**src/rtl/ball_link_pkg.sv**
```systemverilog
// Shared constants, state type and frame byte mux for the ball hand-over link.
package ball_link_pkg;

    localparam logic [7:0] REG_Y_HI   = 8'd0;
    localparam logic [7:0] REG_Y_LO   = 8'd1;
    localparam logic [7:0] REG_SPEED  = 8'd2;
    localparam logic [7:0] REG_TRIG   = 8'd3;
    localparam logic [7:0] TRIG_VALUE = 8'h01;
    localparam int         FRAME_BYTES = 6;

    typedef enum logic [2:0] {
        IDLE,
        START,
        DATA,
        ACK,
        STOP
    } tx_state_t;

    // Byte idx of the burst write: address+W, register pointer, then the
    // register contents in the order the slave auto-increments through them.
    function automatic logic [7:0] frame_byte(input logic [2:0] idx,
                                              input logic [6:0] addr,
                                              input logic [9:0] y,
                                              input logic [7:0] vy);
        logic [7:0] b;
        case (idx)
            3'd0:    b = {addr, 1'b0};
            3'd1:    b = REG_Y_HI;
            3'd2:    b = {6'b0, y[9:8]};
            3'd3:    b = y[7:0];
            3'd4:    b = vy;
            default: b = TRIG_VALUE;
        endcase
        return b;
    endfunction

endpackage

```
**src/rtl/i2c_phase_timer.sv**
```systemverilog
// Quarter-period timer for the I2C master: ticks on the last cycle of every
// quarter and keeps the index of the current quarter within a bus phase.
module i2c_phase_timer import ball_link_pkg::*; #(
    parameter int unsigned CLK_DIV_QTR = 62
) (
    input  logic       clk_25MHZ,
    input  logic       reset,
    input  logic       clear,
    input  logic       restart,
    output logic       tick,
    output logic [1:0] phase
);

    localparam logic [7:0] RELOAD = 8'(CLK_DIV_QTR - 1);

    logic [7:0] qtr_cnt;

    assign tick = ~clear & (qtr_cnt == 8'd0);

    // Down-count each quarter; restart folds the phase back to 0 at the end of a bus phase.
    always_ff @(posedge clk_25MHZ or posedge reset) begin
        if (reset) begin
            qtr_cnt <= 8'd0;
            phase   <= 2'd0;
        end else if (clear) begin
            qtr_cnt <= RELOAD;
            phase   <= 2'd0;
        end else if (qtr_cnt == 8'd0) begin
            qtr_cnt <= RELOAD;
            phase   <= restart ? 2'd0 : phase + 2'd1;
        end else begin
            qtr_cnt <= qtr_cnt - 8'd1;
        end
    end

endmodule

```
**src/rtl/ball_link_tx.sv**
```systemverilog
// Single-master I2C transmitter that writes the ball's Y position and
// velocity into the opposite board's registers on each send trigger edge.
module ball_link_tx import ball_link_pkg::*; #(
    parameter logic [6:0]  SLAVE_ADDR  = 7'h50,
    parameter int unsigned CLK_DIV_QTR = 62
) (
    input  logic       clk_25MHZ,
    input  logic       reset,
    input  logic       send_trigger,
    input  logic [9:0] ball_y,
    input  logic [7:0] ball_vy,
    input  logic       sda_i,
    output logic       scl,
    output logic       sda_oe,
    output logic       busy,
    output logic       done,
    output logic       ack_error
);

    tx_state_t  state;
    logic       send_trigger_d;
    logic       trigger_edge;
    logic [9:0] y_q;
    logic [7:0] vy_q;
    logic [2:0] byte_cnt;
    logic [3:0] bit_cnt;
    logic [7:0] shift_q;
    logic       nack_q;
    logic       tick;
    logic [1:0] phase;
    logic       last_qtr;
    logic [2:0] next_idx;
    logic [7:0] next_byte;

    assign trigger_edge = send_trigger & ~send_trigger_d;
    assign next_idx     = (state == START) ? 3'd0 : byte_cnt + 3'd1;
    assign next_byte    = frame_byte(next_idx, SLAVE_ADDR, y_q, vy_q);

    i2c_phase_timer #(
        .CLK_DIV_QTR(CLK_DIV_QTR)
    ) u_timer (
        .clk_25MHZ(clk_25MHZ),
        .reset    (reset),
        .clear    (state == IDLE),
        .restart  (last_qtr),
        .tick     (tick),
        .phase    (phase)
    );

    // Flag the final quarter of each bus phase so the timer restarts at q0.
    always_comb begin
        last_qtr = 1'b0;
        case (state)
            START:     last_qtr = (phase == 2'd1);
            DATA, ACK: last_qtr = (phase == 2'd3);
            STOP:      last_qtr = (phase == 2'd2);
            default:   last_qtr = 1'b0;
        endcase
    end

    // Frame sequencer: outputs are registered and updated at quarter ticks,
    // so each new level appears on the first cycle of the following quarter.
    always_ff @(posedge clk_25MHZ or posedge reset) begin
        if (reset) begin
            state          <= IDLE;
            send_trigger_d <= 1'b0;
            y_q            <= 10'd0;
            vy_q           <= 8'd0;
            byte_cnt       <= 3'd0;
            bit_cnt        <= 4'd0;
            shift_q        <= 8'd0;
            nack_q         <= 1'b0;
            scl            <= 1'b1;
            sda_oe         <= 1'b0;
            busy           <= 1'b0;
            done           <= 1'b0;
            ack_error      <= 1'b0;
        end else begin
            send_trigger_d <= send_trigger;
            done           <= 1'b0;
            ack_error      <= 1'b0;
            case (state)
                IDLE: begin
                    if (trigger_edge) begin
                        state  <= START;
                        busy   <= 1'b1;
                        y_q    <= ball_y;
                        vy_q   <= ball_vy;
                        nack_q <= 1'b0;
                        scl    <= 1'b1;
                        sda_oe <= 1'b0;
                    end
                end
                START: begin
                    byte_cnt <= 3'd0;
                    bit_cnt  <= 4'd0;
                    if (tick) begin
                        if (phase == 2'd0) begin
                            sda_oe <= 1'b1;
                        end else begin
                            state   <= DATA;
                            scl     <= 1'b0;
                            sda_oe  <= ~next_byte[7];
                            shift_q <= {next_byte[6:0], 1'b0};
                        end
                    end
                end
                DATA: begin
                    if (tick) begin
                        if (phase == 2'd1) begin
                            scl <= 1'b1;
                        end else if (phase == 2'd3) begin
                            scl <= 1'b0;
                            if (bit_cnt == 4'd7) begin
                                state   <= ACK;
                                bit_cnt <= 4'd8;
                                sda_oe  <= 1'b0;
                            end else begin
                                bit_cnt <= bit_cnt + 4'd1;
                                sda_oe  <= ~shift_q[7];
                                shift_q <= {shift_q[6:0], 1'b0};
                            end
                        end
                    end
                end
                ACK: begin
                    if (tick) begin
                        if (phase == 2'd1) begin
                            scl <= 1'b1;
                        end else if (phase == 2'd2) begin
                            nack_q <= sda_i;
                        end else if (phase == 2'd3) begin
                            scl <= 1'b0;
                            if (nack_q || byte_cnt == 3'(FRAME_BYTES - 1)) begin
                                state  <= STOP;
                                sda_oe <= 1'b1;
                            end else begin
                                state    <= DATA;
                                byte_cnt <= byte_cnt + 3'd1;
                                bit_cnt  <= 4'd0;
                                sda_oe   <= ~next_byte[7];
                                shift_q  <= {next_byte[6:0], 1'b0};
                            end
                        end
                    end
                end
                STOP: begin
                    if (tick) begin
                        if (phase == 2'd0) begin
                            scl <= 1'b1;
                        end else if (phase == 2'd1) begin
                            sda_oe <= 1'b0;
                        end else begin
                            state     <= IDLE;
                            busy      <= 1'b0;
                            done      <= 1'b1;
                            ack_error <= nack_q;
                        end
                    end
                end
                default: state <= IDLE;
            endcase
        end
    end

endmodule

```
**config.mk**
```make
export PLATFORM = sky130hd
export DESIGN_NAME = ball_link_tx
export DESIGN_NICKNAME = d
export VERILOG_FILES = /design/src/rtl/ball_link_pkg.sv /design/src/rtl/i2c_phase_timer.sv /design/src/rtl/ball_link_tx.sv
export SDC_FILE = /design/constraint.sdc
export NUM_CORES = 1
export LEC_CHECK = 0
export CAP_MARGIN = 20
export CORE_MARGIN = 2
export CORE_UTILIZATION = 58
export CTS_BUF_LIST = sky130_fd_sc_hd__clkbuf_8 sky130_fd_sc_hd__clkbuf_16
export DETAILED_ROUTE_END_ITERATION = 12
export GPL_ROUTABILITY_DRIVEN = 1
export PLACE_DENSITY_LB_ADDON = 0.05
export SETUP_SLACK_MARGIN = 0.3
export SKIP_LAST_GASP = 1
export SLEW_MARGIN = 20
export SYNTH_ARGS = -nofsm -noshare
export SYNTH_HDL_FRONTEND = slang
export SYNTH_SLANG_ARGS = --single-unit
```
**constraint.sdc**
```tcl
create_clock -name clk_25MHZ -period 5.11 [get_ports clk_25MHZ]
set_clock_uncertainty 0.05 [all_clocks]
set_input_delay 1.022 -clock clk_25MHZ [delete_from_list [all_inputs] [get_ports clk_25MHZ]]
set_output_delay 1.022 -clock clk_25MHZ [all_outputs]
set_load 0.01 [all_outputs]
```
==> results.ini <==
[outcome]
status=completed

[cts]
root_buffer=clkbuf_8
cts_buffer_depth=2
ctsHoldBuffers=0
cts.clk_slew.worst_paths_ns=0.09
h-tree-depth=2
cts.sinks=52
numCtsBuffers=5
cts_setup_buffers=0
ctsResizeCount=0
cts_tree=yes
clk_latency_ns=0.30

[logic_synthesis]
synthDistinctLibCells=47
netlist_instances=267
ys.flop_type=dfrtp_1
ys_warn_count=0
yosysSeqAreaShare_pct=47.4
synth_area_leaders=dfrtp_1, mux2_2, ha_1, nand2_1, o21ai_0
syn_nets=298
yosysTopAreaCell=dfrtp_1
netlist.area_leader.share_pct=46.4
postSynthAreaPerCell_sq_um=10.3
synthesis.area_sq_um=2750
async_flop_share_pct=100
synth-edff-count=0
ys_seq_elements=52

[setup_path]
cp.required_ns=5.25
crit_fanout=10
path_cells=inv_1, ha_1, or3b_2, or2_1, a222oi_1, nand3_1, mux2_4
reg2reg_slack_ns=2.24
cp.arrival_ns=3.01
slowest_stage=a222oi_1
start_kind=flip-flop
reg2regPathDepth=7
regToRegEndpoint=state[0]
path_class=flip-flop to flip-flop
slowest_delay_ns=0.60
endpoint_kind=flip-flop
reg2reg_from=u_timer.qtr_cnt[0]

[global_routing]
grt_util_all_layers_pct=21.7
grt_max_degree=53
grt_pass1_vias=1920
grt_pass1_wl_um=8960
overflow=0
antenna_found_initial=0

[route]
route.detailed.drc=0
vias=2051
via_per_inst=5.93
routed_wl_um=5270
wire_per_inst_um=15.2
drt_pass1_iterations=4
drt.antenna.violating_nets=0
drt_iter0_markers=199

[pwr]
p_total_mw=0.662
p_per_area_nw_per_um2=212
leakage_nw=1.44
max-vdd-ir-drop_uv=210

[hold_path]
min_path_type=flip-flop to flip-flop
min_to=u_timer.qtr_cnt[0]
hp-start=u_timer.qtr_cnt[0]
holdPathStages=1

[timing]
finalHoldViolations=0
max-slew-margin-rel_pct=33.0
fmax_ghz=0.348
post-route-min-period_ns=2.87
grt_setup_unrepaired=no
tightest_slew_ns=1.00
setup_viol=0
setup_tns_ns=0
slew_violations=0
fin_crit_sh_pct=56.2

[run]
maxCapViolCount=0

[floorplan]
die_h_um=72.9
start_util_pct=59.0
io_pins=27
die_w_um=72.9
rows=25
die_area_sq_um=5310
core_sq_um=4660

[finish]
fillCellCount=378
n_antenna_cell=0
syn_to_final_growth_pct=13.6
layout.area.seq_sq_um=1300
nNetsFinal=322
drive_gt1_share_pct=13.7
multi_input_area_sq_um=1360

[placement]
io_buffers=26
hpwl_um=3760
routabilityCongestion=0.870

[cell usage after synthesis (all sizes together), types with 3 or more instances]
library cell / count
dfrtp: 51
nand2: 28
mux2: 27
nor2: 17
o21ai: 14
a21oi: 13
inv: 12
ha: 9
clkbuf: 8
nand2b: 7
a31oi: 5
nor3: 5
xnor2: 5
a22oi: 4
nand3: 4
nor4: 4
xor2: 4
a21o: 3
a22o: 3
a2bb2oi: 3
nand3b: 3
nand4: 3
nor2b: 3
o22a: 3
o22ai: 3
[flip-flops by register name (all words and copies together) (netlist names), 2 cells and up, named ones only]
signal	flops
vy_q	8
state	3
shift_q	7
y_q	10
u_timer.qtr_cnt	8
bit_cnt	4
u_timer.phase	2
byte_cnt	3
[report_power, final]
part | switching [mW] | internal (mW) | leakage [nW] | total [mW]
Clock | 0.131 | 0.0941 | 0.0507 | 0.226
Sequential | 0.0000794 | 0.412 | 0.690 | 0.412
Combinational | 0.00988 | 0.0148 | 0.696 | 0.0247
Total | 0.141 | 0.521 | 1.44 | 0.662
[kinds of logic after synthesis]
| logic type | Yosys count | share of synthesized area, % |
|---|---|---|
| AND/OR/NAND/NOR | 86 | 16.3 |
| flip-flops | 52 | 47.4 |
| multiplexers | 28 | 11.6 |
| XOR/XNOR | 9 | 2.87 |
| adder cells (fa/ha/maj) | 9 | 4.09 |
| AO/OA/AOI/OAI | 61 | 14.5 |
| buffers and inverters | 22 | 3.28 |
[layout by cell type (no fill, tap or decap), types with 4 or more instances in the layout]
cell	count
nand2_1	28
mux2_2	26
clkdlybuf4s50_1	26
nand3_1	4
o21ai_0	14
a22oi_1	4
nor2_1	17
inv_1	13
nand2b_1	7
nor3_1	5
a21oi_1	13
xnor2_1	5
a31oi_1	5
xor2_1	4
ha_1	9
clkbuf_8	5
dfrtp_1	51
[layer usage]
layer	global-route usage, %	part of all wire (%)	vias up
met5	0	0	-
met1	31.5	49	1003
li1	-	-	1009
met3	4.42	2.8	6
met2	33.3	47	33
met4	5.97	1.1	0
[cell type report]
class	instances	share of cell area, %
inverter	12	1.44
multi-input combinational	193	43.4
tap	54	2.16
sequential	52	41.7
clock buffer	5	2.20
clock inverter	3	0.520
timing repair buffer	27	8.57
[worst max-delay path, delay by kind of cell (launching register included)]
| kind | cells | cell delay, ns |
|---|---|---|
| buffers and inverters | 1 | 0.09 |
| AO/OA/AOI/OAI | 1 | 0.60 |
| multiplexers | 1 | 0.34 |
| AND/OR/NAND/NOR | 3 | 1.09 |
| adder cells (fa/ha/maj) | 1 | 0.17 |
| flip-flops | 1 | 0.41 |
[through the flow]
stage	cell area, sq um	worst slack [ns]	hold WS [ns]	cells	utilization [%]
3_3_place_gp	3040	2.11	0.419	338	65.2
2_1_floorplan	2750	2.57	0.394	267	-
4_1_cts	3130	2.23	0.448	346	67.1
5_1_grt	3130	2.02	0.490	346	67.1
3_5_place_dp	3040	2.09	0.434	338	65.2
6_report	3130	2.24	0.447	346	67.1
[how the worst max path moves through the flow]
stage                end          startpoint  cells after the start
6_report        state[0]  u_timer.qtr_cnt[0]                      7
5_1_grt         state[0]  u_timer.qtr_cnt[0]                      7
4_1_cts         state[0]  u_timer.qtr_cnt[0]                      7
3_5_place_dp   flip-flop        send_trigger                      5
3_3_place_gp   flip-flop        send_trigger                      5
2_1_floorplan   state[0]  u_timer.qtr_cnt[0]                      8
No activity file was read; power rests on OpenSTA's default activity.
